File: src/rtl/deser_pkg.sv
// deser_pkg: shared FSM state type and frame direction constants for the deserializer
package deser_pkg;
    typedef enum logic [1:0] {IDLE, RECV, PAR} state_t;
    localparam logic DIR_LSB_FIRST = 1'b0;
    localparam logic DIR_MSB_FIRST = 1'b1;
endpackage

File: src/rtl/deser_shifter.sv
// deser_shifter: shift register, bit counter and direction latch; flags the frame's final data bit
module deser_shifter
    import deser_pkg::*;
#(
    parameter int WIDTH = 8
) (
    input  logic             clk,
    input  logic             rst_n,
    input  logic             clr,
    input  logic             shift_en,
    input  logic             start,
    input  logic             msb_first,
    input  logic             bit_in,
    output logic [WIDTH-1:0] sh,
    output logic [WIDTH-1:0] word_next,
    output logic             last
);
    localparam int CW = $clog2(WIDTH);
    logic [CW-1:0] cnt;
    logic          dir_q;
    logic          dir_eff;
    // the first bit of a frame uses msb_first directly; later bits use the latched direction
    always_comb begin
        dir_eff   = start ? msb_first : dir_q;
        word_next = (dir_eff == DIR_MSB_FIRST) ? {sh[WIDTH-2:0], bit_in} : {bit_in, sh[WIDTH-1:1]};
        last      = shift_en & (cnt == CW'(WIDTH - 1));
    end
    // shift one bit per accepted cycle; the counter wraps to 0 on the final bit or an abort
    always_ff @(posedge clk) begin
        if (!rst_n) begin
            sh    <= '0;
            cnt   <= '0;
            dir_q <= DIR_LSB_FIRST;
        end else if (clr) begin
            cnt <= '0;
        end else if (shift_en) begin
            sh    <= word_next;
            dir_q <= dir_eff;
            cnt   <= last ? '0 : cnt + CW'(1);
        end
    end
endmodule

File: src/rtl/serial_frame_deserializer.sv
// serial_frame_deserializer: bit-serial to WIDTH-bit word with one-word valid/ready buffer; DESER_PARITY_EN adds an even-parity bit per frame
module serial_frame_deserializer
    import deser_pkg::*;
#(
    parameter int WIDTH = 8
) (
    input  logic             clk,
    input  logic             rst_n,
    input  logic             bit_valid,
    input  logic             bit_in,
    input  logic             msb_first,
    input  logic             frame_abort,
    output logic [WIDTH-1:0] data_out,
    output logic             data_valid,
    input  logic             data_ready,
    output logic             busy,
    output logic             overrun,
    input  logic             ovr_clr,
    output logic             parity_err
);
`ifdef DESER_PARITY_EN
    localparam state_t FRAME_END = PAR;
`else
    localparam state_t FRAME_END = IDLE;
`endif
    state_t           state;
    state_t           state_nxt;
    logic             shift_en;
    logic             start;
    logic             last;
    logic             complete;
    logic             par_bad;
    logic             drop;
    logic [WIDTH-1:0] sh;
    logic [WIDTH-1:0] word_next;
    logic [WIDTH-1:0] word;

    deser_shifter #(.WIDTH(WIDTH)) u_shifter (
        .clk       (clk),
        .rst_n     (rst_n),
        .clr       (frame_abort),
        .shift_en  (shift_en),
        .start     (start),
        .msb_first (msb_first),
        .bit_in    (bit_in),
        .sh        (sh),
        .word_next (word_next),
        .last      (last)
    );

    // FSM state register
    always_ff @(posedge clk) begin
        if (!rst_n) state <= IDLE;
        else        state <= state_nxt;
    end

    // next state: abort wins, gaps hold, final data bit ends the frame or enters PAR
    always_comb begin
        state_nxt = frame_abort      ? IDLE :
                    !bit_valid       ? state :
                    (state == IDLE)  ? RECV :
                    (state == RECV)  ? (last ? FRAME_END : RECV) : IDLE;
    end

    // datapath controls and word completion
    always_comb begin
        start    = (state == IDLE);
        shift_en = bit_valid & ~frame_abort & (state != PAR);
`ifdef DESER_PARITY_EN
        complete = (state == PAR) & bit_valid & ~frame_abort & ~^{sh, bit_in};
        par_bad  = (state == PAR) & bit_valid & ~frame_abort & ^{sh, bit_in};
`else
        complete = last;
        par_bad  = 1'b0;
`endif
        word     = (state == PAR) ? sh : word_next;
        drop     = complete & data_valid & ~data_ready;
    end

    // output buffer, handshake, sticky overrun, parity pulse and busy flag
    always_ff @(posedge clk) begin
        if (!rst_n) begin
            data_out   <= '0;
            data_valid <= 1'b0;
            overrun    <= 1'b0;
            parity_err <= 1'b0;
            busy       <= 1'b0;
        end else begin
            if (complete & ~drop) begin
                data_out   <= word;
                data_valid <= 1'b1;
            end else if (data_valid & data_ready) begin
                data_valid <= 1'b0;
            end
            overrun    <= drop | (overrun & ~ovr_clr);
            parity_err <= par_bad;
            busy       <= (state_nxt != IDLE);
        end
    end
endmodule

File: config.mk
export PLATFORM = sky130hd
export DESIGN_NAME = serial_frame_deserializer
export DESIGN_NICKNAME = d
export VERILOG_FILES = /design/src/rtl/deser_pkg.sv /design/src/rtl/deser_shifter.sv /design/src/rtl/serial_frame_deserializer.sv
export SDC_FILE = /design/constraint.sdc
export NUM_CORES = 1
export LEC_CHECK = 0
export ABC_AREA = 1
export CAP_MARGIN = 20
export CORE_MARGIN = 2
export CORE_UTILIZATION = 42
export DETAILED_ROUTE_END_ITERATION = 7
export SLEW_MARGIN = 5
export SYNTH_ARGS = -nofsm -noshare
export SYNTH_HDL_FRONTEND = slang
export SYNTH_SLANG_ARGS = --single-unit
File: constraint.sdc
create_clock -name clk -period 2.9 [get_ports clk]
set_input_delay 0.435 -clock clk [delete_from_list [all_inputs] [get_ports clk]]
set_output_delay 0.435 -clock clk [all_outputs]
set_load 0.005 [all_outputs]
# == Yosys cells after proc, flatten, opt, wreduce, memory -nomap -nowiden ==
# Cells that the tools add are included.
# word_totals
register_bits,25
input_bits,8
output_inout_bits,12
word_cells,43
# op_classes
addsub,1
eq_ne,4
n_mux,11
bitwise,14
n_reduce_logical,5
# op_table
op,count
2-to-1 mux 8 bit,2
AND 1 bit,8
2-to-1 mux 1 bit,6
NOT 1 bit,5
2-to-1 mux 2 bit,2
nonzero test 2 bit,2
"adder 3 x 1 -> 3 bit, second input constant",1
"equality test 3 bit, second input constant",1
2-to-1 mux 3 bit,1
"equality test 2 x 1 -> 1 bit, second input constant",1
"equality test 2 bit, second input constant",1
logical NOT 2 bit,1
"!= test 2 bit, second input constant",1
AND reduction 2 bit,1
OR reduction 2 bit,1
OR 1 bit,1

# == Logic depth before layout (Yosys ltp) ==
# depth
depth_word,10
mapped_depth,8

# == Cells and area by module ==
# A second synthesis with hierarchy kept.
# hier_totals
cells_unflattened,224
area_unflattened_um2,1385.1
# by_module_without_submodules
module,n_inst,cells_per_inst,area_per_inst_um2,seq_area_each_um2
deser_shifter,1,107,695.7,240.2
serial_frame_deserializer,1,117,689.4,260.2

# == Worst setup path after synthesis ==
# OpenSTA, ideal clock, no wires.
# synth_path
path_type,register to register
start,register u_shifter.cnt[0]
end,register data_out[0]
setup_ns,0.116
t_arrival_ns,1.076
setup_slack_ns,1.707
stages_incl_launch_ff,6
n_path_buf,0
path_cell_list,dfxtp_1 > ha_1 > ha_1 > nand4_4 > inv_4 > a21oi_2
# synth_via
elab_chain_cells,6
# synth_lines
item,line,rtl
start: declaration,deser_shifter.sv:19,logic [CW-1:0] cnt;
start signal: assignment,deser_shifter.sv:39,cnt <= last ? '0 : cnt + CW'(1);
equality test 3 bit *,deser_shifter.sv:26,last = shift_en & (cnt == CW'(WIDTH - 1));
AND 1 bit *,deser_shifter.sv:26,
AND 1 bit (2 in series),serial_frame_deserializer.sv:77,drop = complete & data_valid & ~data_ready;
NOT 1 bit,serial_frame_deserializer.sv:89,if (complete & ~drop) begin
AND 1 bit *,serial_frame_deserializer.sv:89,
end signal: assignment,serial_frame_deserializer.sv:90,data_out <= word;
end: declaration,serial_frame_deserializer.sv:13,"output logic [WIDTH-1:0] data_out,"
# Mark *: on every way between the ends. The rest lies on a longest branch, timed or not.
# A chain may end at the register's enable or synchronous reset.

==> reports/metrics.cfg <==
[die]
floorplan.die.width_um = 59.6
die-area_um2 = 3550
die-height_um = 59.6
initial_core_util_pct = 43.2
floorplan.io_pins = 20
rows = 20
fp.coreArea_um2 = 3000

[worst_setup_path]
setup.worst_path.end_class = flop
worstPathMaxFanout = 11
timing.critical_path.required_ns = 3.18
startpoint_to_endpoint_class_of_the_critical_path = in2reg
reg2reg_slack_ns = 1.47
timing.critical_path.arrival_ns = 2.01
timing.critical_path.from_type = input pin

[layout]
n_antenna_cell = 0
layout.nets = 214
finish.utilization_pct = 49.9
postLayoutCellArea_um2 = 1500
n_fill_cell = 320
layoutNonFillerInstCount = 236
layout_common_cells = nand2_1 (49), inv_1 (36), nand3_1 (27)
synthToLayoutAreaGrowth_pct = 15.4
drive_above_1_share_pct = 10.3
layout.cells.most_common = nand2_1

[clock_tree]
cells_resized_by_post_cts_repair = 0
post-cts-setup-buffers = 0
cts_hold_buffers = 0
clock_sinks = 25
cts.reportedPaths.clkPinSlew_ns = 0.14
worstSkewPairLatency_ns = 0.33
cts_tree = yes
cts-root-buf = clkbuf_4
ctsLongestPathBuffers = 2
cts-htree-levels = 1
tritoncts_buffers = 3

[flow_run]
drv.max_cap_violation_count = 0

[routing]
highest_layer = met4
drt.antenna.violating_nets = 0
wl_met1_um = 1240
totalWireLength_um = 2540
post_drt_via_cell_ratio = 4.84
via_count = 1143
dr.first_iter.drc_count = 47
post_drt_wl_per_cell_um = 10.8
drt_pre_antenna_iters = 4
post-route-drc-count = 0
met2RoutedLength_um = 1100
dr_wl_met3_um = 154

[synthesis]
synth_sequential_area_ratio_pct = 38.6
post-synth-top-area-fraction_pct = 38.6
synth_warnings = 0
synth_seq_cells = 25
number_of_unique_standard_cell_types_used_by_synthesis = 22
synth_top_area_cell = dfxtp_1
post_synth_inst_count = 187
syn_area_um2 = 1300
syn_area_per_cell_um2 = 6.94
postSynthNetCount = 197
synth.top_cells.by_area = dfxtp_1 (39%), nand2_1 (14%), inv_1 (10%)

[sta]
post_route_worst_setup_slack_ns = 1.16
final_period_minus_worst_setup_slack_ns = 1.74
timing.final.max_slew_violations = 0
setup_viol = 0
timing.final.crit_share_pct = 60.0
timing.clock.skew_ns = 0.00892
achievable-frequency_mhz = 575
whs_ns = 0.520
grt_setup_unrepaired = false
setup_tns_ns = 0
hold_viol_final = 0

[power]
power.sequential.fraction_pct = 58.3
pwr_density_cell_nw_per_um2 = 411
power.share.clock_pct = 25.9
combPwrFrac_pct = 15.9
overall_power_mw = 0.615
p_int_mw = 0.443
ir_worst_vdd_uv = 200
leakage_nw = 0.765
total_switching_power_mw = 0.172
power.share.switching_pct = 28.0

[global_routing]
grt_usage_pct = 16.7
grt_first_pass_wirelength_um = 4440
grt_pass1_vias = 1026
grt_max_degree = 15
antenna_found_initial = 0
globalRoute.totalOverflow = 0

[status]
run_status = finished, final reports clean

[placement]
dp_hpwl_um = 1880
worst_setup_slack_post_dpl_ns = 0.850
detailed_place.area_um2 = 1470
dp_cells = 232
gp_routability_congestion = 0.770
portBuffers = 18

[hold_path]
hold_path.class = reg2reg

-- power by group through the flow --
stage	clock network [mW]	logic (mW)	registers (mW)
floorplan	0	0.0736	0.366
global placement	0	0.0956	0.366
detailed placement	0	0.0963	0.366
CTS	0.165	0.0969	0.359
global route	0.179	0.113	0.360
finish	0.159	0.0975	0.358
-- worst max-delay path, cell delays in order --
cell and delay, ns:
clkdlybuf4s50_1 0.68, inv_1 0.27, nor2_1 0.30, o21ai_0 0.13
inv_1 0.07, nand2_1 0.06, inv_1 0.06
-- state kept, by name, indices dropped and copies added, names as in the netlist --
register / flops
state: 2
data_valid: 1
overrun: 1
data_out: 8
u_shifter.sh: 8
u_shifter.cnt: 3
busy: 1
u_shifter.dir_q: 1
-- area by class of cell --
| class | count | area [µm²] | area share, % |
|---|---|---|---|
| Clock buffer | 3 | 22.5 | 1.50 |
| Clock inverter | 1 | 5.00 | 0.334 |
| Inverter | 39 | 149 | 9.94 |
| Multi-Input combinational cell | 117 | 599 | 40.0 |
| Sequential cell | 25 | 500 | 33.4 |
| Tap cell | 33 | 41.3 | 2.76 |
| Timing Repair Buffer | 18 | 180 | 12.0 |
-- routing by layer --
metal  vias to the layer above  GRT usage, %
li1                        609             -
met2                        35          25.1
met3                         5          2.62
met4                         0          6.67
met5                         -             0
met1                       494          23.7
-- worst paths after layout --
check / start / endpoint / depth (start not counted)
worst max-delay path: rst_n / state[0]$_SDFF_PN0_ / 7
worst min-delay path: u_shifter.dir_q$_SDFFE_PN0P_ / u_shifter.dir_q$_SDFFE_PN0P_ / 2
worst max register to register: state[0]$_SDFF_PN0_ / u_shifter.cnt[2]$_SDFFE_PP0P_ / 6
worst min register to register: u_shifter.dir_q$_SDFFE_PN0P_ / u_shifter.dir_q$_SDFFE_PN0P_ / 2
-- logic make-up after synthesis --
logic type               after synthesis  synth area share [%]
adder cells (fa/ha/maj)                2                  1.93
flip-flops                            25                  38.6
buffers and inverters                 45                  15.2
other                                  1                 0.289
AND/OR/NAND/NOR                       88                  31.1
AO/OA/AOI/OAI                         26                  12.9
-- synthesized netlist by cell type --
master,number
buf_4,3
nand2_2,4
o21ai_1,1
a21oi_1,12
inv_2,2
o21a_1,1
ha_1,2
nand4_4,1
inv_4,1
inv_1,36
conb_1,1
o21ai_0,3
clkbuf_1,1
nand3_1,27
a21oi_2,8
nor2_4,1
nor2_1,5
nand2_1,49
o211a_1,1
buf_6,2
nor3b_1,1
dfxtp_1,25
No activity file was read; power rests on OpenSTA's default activity.
